## src/rtl/reg64_rd_serializer_pkg.sv

```systemverilog
// Shared types and defaults for the 64-bit register read-side serializer.
// No logic of its own; imported by the serializer top and its beat mux.
// Defines the two-state FSM encoding and the default widths.
package reg64_rd_serializer_pkg;

    // Default geometry: a 64-bit register streamed as four 16-bit beats.
    localparam int DEFAULT_DATA_W = 64;
    localparam int DEFAULT_BEAT_W = 16;

    // IDLE: waiting for a read request. SEND: streaming snapshot beats.
    typedef enum logic {
        RDS_IDLE = 1'b0,
        RDS_SEND = 1'b1
    } rds_state_t;

    // Number of beats needed to carry one snapshot.
    function automatic int nbeats(input int data_w, input int beat_w);
        return data_w / beat_w;
    endfunction

    // Width of a beat index; at least one bit so a vector can be declared.
    function automatic int idx_width(input int n);
        return (n > 1) ? $clog2(n) : 1;
    endfunction

endpackage

```

## src/rtl/reg64_rd_serializer_beat_mux.sv

```systemverilog
// Selects one BEAT_W-wide slice of the snapshot by beat index.
// Latency: purely combinational, zero cycles.
// Backpressure: none here; stability comes from the registered snapshot and index.
module reg64_rd_serializer_beat_mux
    import reg64_rd_serializer_pkg::*;
#(
    parameter int DATA_W    = DEFAULT_DATA_W,
    parameter int BEAT_W    = DEFAULT_BEAT_W,
    parameter int MSB_FIRST = 0,
    parameter int IDX_W     = idx_width(nbeats(DEFAULT_DATA_W, DEFAULT_BEAT_W))
) (
    input  logic [DATA_W-1:0] snap,
    input  logic [IDX_W-1:0]  idx,
    output logic [BEAT_W-1:0] data
);

    localparam int NBEATS = nbeats(DATA_W, BEAT_W);

    // Beat i is the i-th slice from the low end, or from the high end when MSB_FIRST.
    always_comb begin
        data = '0;
        for (int i = 0; i < NBEATS; i++) begin
            if (idx == IDX_W'(i)) begin
                if (MSB_FIRST != 0) begin
                    data = snap[(NBEATS-1-i)*BEAT_W +: BEAT_W];
                end else begin
                    data = snap[i*BEAT_W +: BEAT_W];
                end
            end
        end
    end

endmodule

```

## src/rtl/reg64_rd_serializer.sv

```systemverilog
// Snapshots a register on request and streams it as BEAT_W beats over valid/ready.
// Latency: first beat valid one cycle after an accepted rd_req; rd_done one cycle after the last handshake.
// Backpressure: beat held stable while beat_valid && !beat_ready; rd_req outside the final handshake is dropped.
module reg64_rd_serializer
    import reg64_rd_serializer_pkg::*;
#(
    parameter int DATA_W    = DEFAULT_DATA_W,
    parameter int BEAT_W    = DEFAULT_BEAT_W,
    parameter int MSB_FIRST = 0
) (
    input  logic              clk,
    input  logic              rst,
    input  logic              rd_req,
    input  logic              rd_abort,
    input  logic [DATA_W-1:0] rd_in,
    output logic              rd_busy,
    output logic [BEAT_W-1:0] beat_data,
    output logic              beat_valid,
    input  logic              beat_ready,
    output logic              beat_last,
    output logic              rd_done
);

    localparam int NBEATS = nbeats(DATA_W, BEAT_W);
    localparam int IDX_W  = idx_width(NBEATS);
    localparam logic [IDX_W-1:0] LAST_IDX = IDX_W'(NBEATS - 1);

    // Geometry sanity: the snapshot must split into at least two whole beats.
    if ((DATA_W % BEAT_W) != 0) begin : g_bad_ratio
        $error("reg64_rd_serializer: DATA_W must be a multiple of BEAT_W");
    end
    if (NBEATS < 2) begin : g_bad_nbeats
        $error("reg64_rd_serializer: DATA_W/BEAT_W must be at least 2");
    end

    rds_state_t        state;
    rds_state_t        state_nxt;
    logic [IDX_W-1:0]  idx;
    logic [IDX_W-1:0]  idx_nxt;
    logic [DATA_W-1:0] snap;
    logic              capture;
    logic              done_nxt;
    logic              is_last;

    assign is_last = (idx == LAST_IDX);

    // FSM state, beat index and done pulse; reset returns everything to idle zeros.
    always_ff @(posedge clk or negedge rst) begin
        if (!rst) begin
            state   <= RDS_IDLE;
            idx     <= '0;
            rd_done <= 1'b0;
        end else begin
            state   <= state_nxt;
            idx     <= idx_nxt;
            rd_done <= done_nxt;
        end
    end

    // Snapshot: plain enable register, loaded only when a request is accepted.
    always_ff @(posedge clk or negedge rst) begin
        if (!rst) begin
            snap <= '0;
        end else if (capture) begin
            snap <= rd_in;
        end
    end

    // Next-state logic: abort has priority over capture and over a same-cycle handshake.
    always_comb begin
        state_nxt = state;
        idx_nxt   = idx;
        capture   = 1'b0;
        done_nxt  = 1'b0;
        case (state)
            RDS_IDLE: begin
                if (!rd_abort && rd_req) begin
                    capture   = 1'b1;
                    idx_nxt   = '0;
                    state_nxt = RDS_SEND;
                end
            end
            RDS_SEND: begin
                if (rd_abort) begin
                    // Any beat handshaking now is consumed; nothing further is sent.
                    state_nxt = RDS_IDLE;
                    idx_nxt   = '0;
                end else if (beat_ready) begin
                    if (is_last) begin
                        done_nxt = 1'b1;
                        idx_nxt  = '0;
                        if (rd_req) begin
                            // Back-to-back: reload and keep streaming without a bubble.
                            capture = 1'b1;
                        end else begin
                            state_nxt = RDS_IDLE;
                        end
                    end else begin
                        idx_nxt = idx + 1'b1;
                    end
                end
            end
            default: begin
                state_nxt = RDS_IDLE;
                idx_nxt   = '0;
            end
        endcase
    end

    assign beat_valid = (state == RDS_SEND);
    assign rd_busy    = (state == RDS_SEND);
    assign beat_last  = (state == RDS_SEND) && is_last;

    reg64_rd_serializer_beat_mux #(
        .DATA_W    (DATA_W),
        .BEAT_W    (BEAT_W),
        .MSB_FIRST (MSB_FIRST),
        .IDX_W     (IDX_W)
    ) u_beat_mux (
        .snap (snap),
        .idx  (idx),
        .data (beat_data)
    );

endmodule
```

## config.mk

```make
export PLATFORM = sky130hd
export DESIGN_NAME = reg64_rd_serializer
export DESIGN_NICKNAME = d
export VERILOG_FILES = /design/src/rtl/reg64_rd_serializer_pkg.sv /design/src/rtl/reg64_rd_serializer_beat_mux.sv /design/src/rtl/reg64_rd_serializer.sv
export SDC_FILE = /design/constraint.sdc
export NUM_CORES = 1
export LEC_CHECK = 0
export CAP_MARGIN = 10
export CORE_MARGIN = 4
export CORE_UTILIZATION = 49
export CTS_BUF_LIST = sky130_fd_sc_hd__clkbuf_16
export CTS_CLUSTER_SIZE = 25
export DETAILED_ROUTE_END_ITERATION = 12
export PLACE_DENSITY = 0.85
export RECOVER_POWER = 25
export SYNTH_ARGS = -nofsm -noshare
export SYNTH_HDL_FRONTEND = slang
export SYNTH_SLANG_ARGS = --single-unit
export TNS_END_PERCENT = 100
```

## constraint.sdc

```tcl
create_clock -name clk -period 2.5 [get_ports clk]
set_clock_uncertainty 0.2 [all_clocks]
set_input_delay 0.5 -clock clk [delete_from_list [all_inputs] [get_ports clk]]
set_output_delay 0.5 -clock clk [all_outputs]
set_load 0.01 [all_outputs]
```

Word-level counts from Yosys, hierarchy flattened
Cells that the tools add are included. W data, S select, Z words.

Word-level logic and storage cells: 39. Input bits: 69. Flip-flop bits (word level): 68.

Bitwise logic cells: 1. Reduce and logical (&&, ||, !) cells: 5. Equal/unequal tests: 5. $add $sub $neg: 1. Mux-type cells: 23.

Operators by type and width (count): $mux W16 (4); $mux W1 (12); $mux W2 (4); $eq A2 B2 Y1 const B (2); $pmux W1 S2 (2); $pmux W2 S2 (1); $ne A3 B3 Y1 const B (1); $add A2 B1 Y2 const B (1); $eq A2 B1 Y1 const B (1); $logic_and A1 B1 Y1 (2); $logic_not A2 Y1 (1); $ne A2 B2 Y1 const B (1); $reduce_and A2 Y1 (1); $logic_not A1 Y1 (1); $not A1 Y1 (1).

Logic depth before layout (Yosys ltp)
Gate-level depths: netlist of run 1.

Depth after elaboration: 5. Gate-level depth with buffers: 6. Mapped depth without buffers: 5.

By module
Synthesis of run 1 repeated with hierarchy kept, for this count alone.

Cell total of the unflattened synthesis: 176. Area total of the unflattened synthesis: 3284.4 um^2.

Modules (own cells, without submodules): reg64_rd_serializer (cells each 156, sequential area each 1701.6 um^2, area an instance 2860.2 um^2, times used 1); reg64_rd_serializer_beat_mux (cells each 20, sequential area each 0.0 um^2, area an instance 424.2 um^2, times used 1).

Worst setup path after synthesis of run 1
Ideal clock, no wire load.

Path type: register to output. From: reg idx[0]. To: out beat_data[0]. Required time: 1.800 ns. Cell stages (with the launch flop): 6. Arrival: 1.450 ns. Setup slack: 0.350 ns. Path buffers: 1. Cell sequence: dfrtp_1 -> ha_1 -> inv_1 -> clkbuf_1 -> o22ai_1 -> a31oi_1.

Cells in the longest elaborated chain, start to end: 5. Elaborated cells between the ends (all ways): 8. Those cells by class: 3 x eq/ne; 4 x mux; 1 x reduce/logical.

Ends and longest elaborated chain: start, declared (RTL line reg64_rd_serializer.sv:38) `logic [IDX_W-1:0] idx;`; start signal, assigned (RTL line reg64_rd_serializer.sv:55) `idx <= idx_nxt;`; $logic_not A2 Y1 (RTL line reg64_rd_serializer_beat_mux.sv:23) `if (idx == IDX_W'(i)) begin`; $mux W16 (3 in series) (RTL line reg64_rd_serializer_beat_mux.sv:23); $mux W16 (*) (RTL line reg64_rd_serializer_beat_mux.sv:23); end, declared (RTL line reg64_rd_serializer.sv:17) `output logic [BEAT_W-1:0] beat_data,`.

Every way passes the cells marked *; elsewhere a longest branch is shown, timed or not.

Worst setup path in the final report of run 1
From: reg idx[0]. To: out beat_last.

Cells in the longest elaborated chain, start to end: 2.

Ends and longest elaborated chain: $eq A2 B2 Y1 (RTL line reg64_rd_serializer.sv:45) `assign is_last = (idx == LAST_IDX);`; $logic_and A1 B1 Y1 (RTL line reg64_rd_serializer.sv:112) `assign beat_last = (state == RDS_SEND) && is_last;`; end, declared (RTL line reg64_rd_serializer.sv:20) `output logic beat_last,`.

No other way between the ends.

==> impl_metrics.tcl, run 1 <==
set metrics [dict create \
    dp_hpwl_um 5950 \
    crit_path_start_kind "register" \
    cp_cell_sequence "buf_4, ha_1, and2_1, clkdlybuf4s50_1" \
    arrival_ns 1.77 \
    final-hold-violation-count 0 \
    min_period_ns 2.47 \
    final_cell_area_um2 4770 \
    num_vias 2365 \
    firstDrtPassIters 4 \
    yosys_warnings 0 \
    final_common_cell "clkdlybuf4s50_1" \
    finalSetupViolCount 0 \
    drc_errors 0 \
    yosysTopAreaCellShare_pct 50.1 \
    grt_pass1_vias 2526 \
    via_per_inst 5.56 \
    ir_drop_mv 0.531 \
    drive_gt1_share_pct 40.3 \
    crit_family "buffers and inverters" \
    die_x_um 91.3 \
    grt_pass1_wl_um 13800 \
    num_rows 30 \
    cp.buffers_inverters 2 \
    avgSynthCellArea_um2 14.4 \
    ys_types 25 \
    yosysSeqAreaShare_pct 50.1 \
    clk_path_buf_depth 2 \
    end_kind "output port" \
    syn2layout_area_growth_pct 40.2 \
    required_ns 1.80 \
    clock.fmax_mhz 406 \
    synth_top_cell_by_area "dfrtp_1" \
    wl_um 8770 \
    coreArea_um2 6760 \
    worst_path_largest_cell_delay_ns 0.47 \
    place_congestion 0.817 \
    clkPwrFrac_pct 33.0 \
    dpl-instance-area_um2 4390 \
    worstSkewPairLatency_ns 0.32 \
    fillers 443 \
    worst-path-max-fanout 4 \
    p_seq_share_pct 41.2 \
    status "finished, final reports clean" \
    setup_tns_ns 0 \
    synth_area_leaders "dfrtp_1 50%, mux2_4 27%, buf_12 4.1%" \
    die_y_um 91.3 \
    finalNetCount 416 \
    leakage_nw 2.08 \
    clkSinkCount 68 \
    gr-total-overflow 0 \
    layout_common_cells "70 x clkdlybuf4s50_1, 66 x dfrtp_1, 60 x mux2_4" \
    wire_per_inst_um 20.6 \
    fin_crit_sh_pct 98.6 \
    cts_tree "yes" \
    p_sw_share_pct 26.5 \
    drt_iter0_markers 106 \
    die-area_um2 8330 \
    portBuffers 88 \
    final-instance-count-excl-fill 425 \
    antenna_found_initial 0 \
    worstSetupPathType "register to output port" \
    grt_util_all_layers_pct 21.6 \
    ctsRootBufferMaster "clkbuf_16" \
    dp_cells 407 \
    slowest_stage "clkdlybuf4s50_1" \
    detail-route-antenna-nets 0 \
    grt_max_degree 33 \
    p_sw_w 0.000952 \
    syn-num-nets 310 \
    start_util_pct 50.3 \
    numCtsBuffers 9 \
    syn_area_um2 3400 \
    tightest_slew_ns 0.846 \
    io_pins 89 \
    ys_ff_latch 68 \
    combPwrFrac_pct 25.8 \
    syn_inst 236 \
    clkTransAtPathRegs_ns 0.05 \
    internal-power_w 0.00264 \
    maxCapViolations 0 \
    hold_path_class "register to register" \
    final_core_util_pct 70.5 \
    power.density_nw_per_um2 753 \
    rsz0062_at_grt "yes" \
    drv_slew 0 \
    slew-limit-headroom_pct 43.6 \
    cts_htree_levels 3 \
    diodes 0 \
    finalPower_w 0.00359 \
]
## final cells by class
class	instances	area (um^2)	area share, %
Inverter	3	13.8	0.289
Sequential cell	68	1700	35.8
Multi-Input combinational cell	149	1640	34.3
Timing Repair Buffer	111	1040	21.8
Tap cell	80	100	2.10
Clock buffer	9	225	4.73
Clock inverter	5	47.5	0.998
## power groups by stage
stage / registers, W / logic (W) / clock network [W]
final: 0.00148 / 0.000925 / 0.00118
after global routing: 0.00150 / 0.000984 / 0.00125
after CTS: 0.00147 / 0.000927 / 0.00119
after detailed placement: 0.00147 / 0.000957 / 0
after global placement: 0.00146 / 0.000936 / 0
after floorplan: 0.00142 / 0.000571 / 0
## state kept, by name, indices dropped and copies added, names as in the netlist
register    cells
rd_done         1
snap           64
idx             2
beat_valid      1
## layer usage
metal	track usage, %	up-vias	share of wire (%)
met2	34.6	71	49
met4	8.92	0	2.1
met1	28.3	1205	44
li1	-	1074	-
met5	0	-	0
met3	4.81	15	4.7
## logic make-up after synthesis
group	synth area share, %
AO/OA/AOI/OAI	7.07
XOR/XNOR	0.258
adder cells (fa/ha/maj)	1.84
buffers and inverters	5.63
flip-flops	50.1
multiplexers	28.1
AND/OR/NAND/NOR	7.00
## worst paths after layout
check                                             to                  from  slack, ns  depth (start not counted)
worst max-delay path                       beat_last    idx[0]$_DFFE_PN0P_       0.03                          4
worst min-delay path            snap[31]$_DFFE_PN0P_  snap[31]$_DFFE_PN0P_       0.31                          1
worst max register to register  snap[30]$_DFFE_PN0P_    idx[0]$_DFFE_PN0P_       0.47                          6
worst min register to register  snap[31]$_DFFE_PN0P_  snap[31]$_DFFE_PN0P_       0.31                          1
max in group asynchronous         idx[1]$_DFFE_PN0P_                   rst       0.31                          3
min in group asynchronous       snap[44]$_DFFE_PN0P_                   rst       0.60                          2
## cell usage after synthesis
cell / count
buf_4: 1
o32ai_1: 2
mux2_2: 4
a31oi_1: 16
nor2b_2: 1
nand3b_1: 16
clkbuf_1: 6
mux2i_1: 1
mux2_4: 60
buf_12: 7
buf_2: 2
dfrtp_1: 68
o22ai_1: 15
and2_1: 1
nand2_1: 17
a21oi_1: 1
o21ai_0: 1
nand2_2: 1
ha_1: 5
nor2_1: 3
xnor2_1: 1
inv_1: 3
nand2b_1: 2
or3b_2: 1
a21boi_4: 1
## worst reg2reg max path, cell delays in order, from the launching register on
cell and delay [ns]:
dfrtp_2 0.43, ha_4 0.18, buf_4 0.12, nand2_2 0.06, a21boi_4 0.24, buf_4 0.31
mux2_2 0.38
## metrics by stage
step	setup WS (ns)	hold WS, ns
6_report	0.0348	0.312
5_1_grt	-0.0346	0.328
4_1_cts	0.00314	0.311
3_5_place_dp	-0.0691	0.221
3_3_place_gp	-0.0118	0.223
2_1_floorplan	0.350	0.00441
## repair_timing
| action | 4_1_cts | 5_1_grt |
|---|---|---|
| cloned | 0 | 1 |
| pin swaps | 5 | 4 |
| gates resized for setup | 74 | 20 |
| hold buffers | 1 | 0 |
| hold endpoints to repair | 14 | 0 |
| setup buffers | 2 | 0 |
| endpoints found under the setup margin | 16 | 13 |
Note: power is estimated with default switching activity, not from simulation.
==> inputs of run 2 (changes only) <==
--- a/config.mk
+++ b/config.mk
@@ -11,6 +11,7 @@
 export CTS_BUF_LIST = sky130_fd_sc_hd__clkbuf_16
 export CTS_CLUSTER_SIZE = 25
 export DETAILED_ROUTE_END_ITERATION = 12
+export HOLD_SLACK_MARGIN = 0.1
 export PLACE_DENSITY = 0.85
 export RECOVER_POWER = 25
 export SYNTH_ARGS = -nofsm -noshare
==> results of run 2 <==
Same layout as run 1: the final DEF is identical, and so are final timing and power.
==> inputs of run 3 (changes only) <==
--- a/config.mk
+++ b/config.mk
@@ -7,12 +7,12 @@
 export LEC_CHECK = 0
 export CAP_MARGIN = 10
 export CORE_MARGIN = 4
-export CORE_UTILIZATION = 49
+export CORE_UTILIZATION = 40
 export CTS_BUF_LIST = sky130_fd_sc_hd__clkbuf_16
 export CTS_CLUSTER_SIZE = 25
 export DETAILED_ROUTE_END_ITERATION = 12
 export HOLD_SLACK_MARGIN = 0.1
-export PLACE_DENSITY = 0.85
+export PLACE_DENSITY = 0.73
 export RECOVER_POWER = 25
 export SYNTH_ARGS = -nofsm -noshare
 export SYNTH_HDL_FRONTEND = slang
==> run 3 against run 2 <==
  * Largest power group unchanged
  * Worst setup slack got worse by 0.016 ns
  * Clock power decreased by 10%
  * Wire length decreased by 5.1%
  * Clock-buffer cell count unchanged
  * Total power shrank 2.8%
  * Register-to-register slack hardly changed
  * Global-route usage down 5.2 points
  * Critical path depth is 2 higher
  * First-iteration DRC count shrank 3.8%
  * Highest routed layer unchanged
  * Non-clock buffer count is 8 higher
  * Combinational power rose by 2.9%
  * Final area is 3.5% higher
==> impl_metrics.tcl, run 3 (synthesis gave the netlist of run 1 again) <==
set metrics [dict create \
    status "finished, final reports clean" \
    fillers 623 \
    arrival_ns 1.78 \
    clk_path_buf_depth 2 \
    final_common_cell "clkdlybuf4s50_1" \
    min_period_ns 2.48 \
    final-hold-violation-count 0 \
    numCtsBuffers 9 \
    drt-met1-wl_um 3850 \
    maxCapViolations 0 \
    antenna_found_initial 0 \
    dp_hpwl_um 5890 \
    wire_per_inst_um 18.2 \
    slew-limit-headroom_pct 57.1 \
    num_vias 2327 \
    timing.rr.end "snap[37]$_DFFE_PN0P_" \
    top_regs "snap: 64 flops, idx: 2 flops" \
    portBuffers 88 \
    cts_tree "yes" \
    grt_pass1_vias 2403 \
    tightest_slew_ns 0.643 \
    dp_cells 435 \
    syn2layout_area_growth_pct 45.2 \
    hold_path_class "register to register" \
    num_rows 33 \
    worstSkewPairLatency_ns 0.32 \
    clkSinkCount 68 \
    hold_depth 1 \
    finalPower_w 0.00349 \
    firstDrtPassIters 5 \
    r2r_start "idx[1]$_DFFE_PN0P_" \
    crit_path_start_kind "register" \
    place_congestion 0.901 \
    detail-route-antenna-nets 0 \
    diodes 0 \
    dr_wl_met3_um 376 \
    drc_errors 0 \
    die_x_um 100 \
    grt_util_all_layers_pct 16.4 \
    drive_gt1_share_pct 41.4 \
    finalNetCount 424 \
    via_per_inst 5.08 \
    die_y_um 100 \
    r2r_slack_ns 0.46 \
    end_kind "output port" \
    fin_crit_sh_pct 99.2 \
    final_core_util_pct 59.8 \
    grt_pass1_wl_um 12600 \
    setup_tns_ns 0 \
    layout_common_cells "70 x clkdlybuf4s50_1, 66 x dfrtp_1, 60 x mux2_4" \
    wl_um 8320 \
    holdPathEnd "snap[18]$_DFFE_PN0P_" \
    drv_slew 0 \
    worstSetupPathType "register to output port" \
    top_register "snap" \
    largest_register_ffs 64 \
    holdCritStartpoint "snap[18]$_DFFE_PN0P_" \
    cts_htree_levels 3 \
    drt_iter0_markers 102 \
    rsz0062_at_grt "yes" \
    route.met2.wl_um 3850 \
    power.density_nw_per_um2 707 \
    ir_drop_mv 0.294 \
    io_pins 89 \
    die-area_um2 10000 \
    worst-path-max-fanout 14 \
    required_ns 1.80 \
    ctsRootBufferMaster "clkbuf_16" \
    coreArea_um2 8260 \
    final-instance-count-excl-fill 458 \
    leakage_nw 2.14 \
    gr-total-overflow 0 \
    start_util_pct 41.2 \
    clock.fmax_mhz 403 \
    highest_layer "met4" \
    finalSetupViolCount 0 \
    reg2regPathDepth 7 \
    grt_max_degree 37 \
    clkTransAtPathRegs_ns 0.05 \
]
## run 3: cell types whose count changed in the layout (fill, tap and decap cells not counted), moves of 2 or more
cell | previous run | this run
buf_8 | 0 | 2
buf_2 | 13 | 17
a31oi_1 | 13 | 15
clkbuf_1 | 2 | 0
buf_4 | 13 | 15
inv_2 | 2 | 0
buf_12 | 4 | 9
clkbuf_2 | 4 | 0
ha_4 | 2 | 4
a31oi_2 | 3 | 1
## run 3: cell type report
cell class / instances / area (um^2) / share of cell area (%)
repair buffers: 119 / 1200 / 24.3
inverters: 3 / 16.3 / 0.330
multi-input cells: 149 / 1640 / 33.1
clock buffers: 9 / 225 / 4.56
well taps: 105 / 131 / 2.66
clock inverters: 5 / 22.5 / 0.456
flip-flops and latches: 68 / 1700 / 34.5
## run 3: worst max-delay path by stage
| stage | cells after the start | startpoint | slack, ns | endpoint |
|---|---|---|---|---|
| 2_1_floorplan | 5 | idx[0]$_DFFE_PN0P_ | 0.35 | beat_data[0] |
| 3_3_place_gp | 7 | idx[0]$_DFFE_PN0P_ | -0.03 | beat_data[13] |
| 3_5_place_dp | 7 | idx[0]$_DFFE_PN0P_ | -0.04 | beat_data[9] |
| 4_1_cts | 7 | idx[0]$_DFFE_PN0P_ | -0.009 | beat_data[8] |
| 5_1_grt | 6 | idx[0]$_DFFE_PN0P_ | -0.03 | beat_data[14] |
| 6_report | 6 | idx[0]$_DFFE_PN0P_ | 0.02 | beat_data[4] |
## run 3: critical path: stages, from the launching register on
cell,delay (ns)
dfrtp_2,0.46
buf_6,0.14
ha_4,0.18
buf_8,0.14
nand3b_1,0.17
a31oi_1,0.19
buf_2,0.18
## run 3: where the power goes
group	total [W]	leakage (nW)	switching, W	internal (W)
Clock	0.00106	0.130	0.000418	0.000645
Sequential	0.00147	0.804	0.000157	0.00132
Combinational	0.000952	1.21	0.000341	0.000611
## run 3: stage by stage
stage                     hold slack (ns)  worst slack (ns)  instance area [um^2]
after floorplan                   0.00441             0.350                  3400
after global placement              0.294           -0.0328                  4500
after detailed placement            0.292           -0.0405                  4500
after CTS                           0.309          -0.00906                  4770
after global routing                0.324           -0.0306                  4930
final                               0.309            0.0192                  4930
## run 3: timing repair
action | in CTS | in global routing
resized for setup | 79 | 22
setup buffers | 2 | 4
hold buffers | 1 | 0
pin swaps | 4 | 5
hold endpoints to repair | 26 | 0
gates cloned | 0 | 2
setup endpoints to repair | 16 | 9
## run 3: metal layers
metal / vias to the layer above / GRT usage [%]
li1: 1090 / -
met5: - / 0
met4: 0 / 7.88
met3: 17 / 3.75
met2: 71 / 24.4
met1: 1149 / 22.8
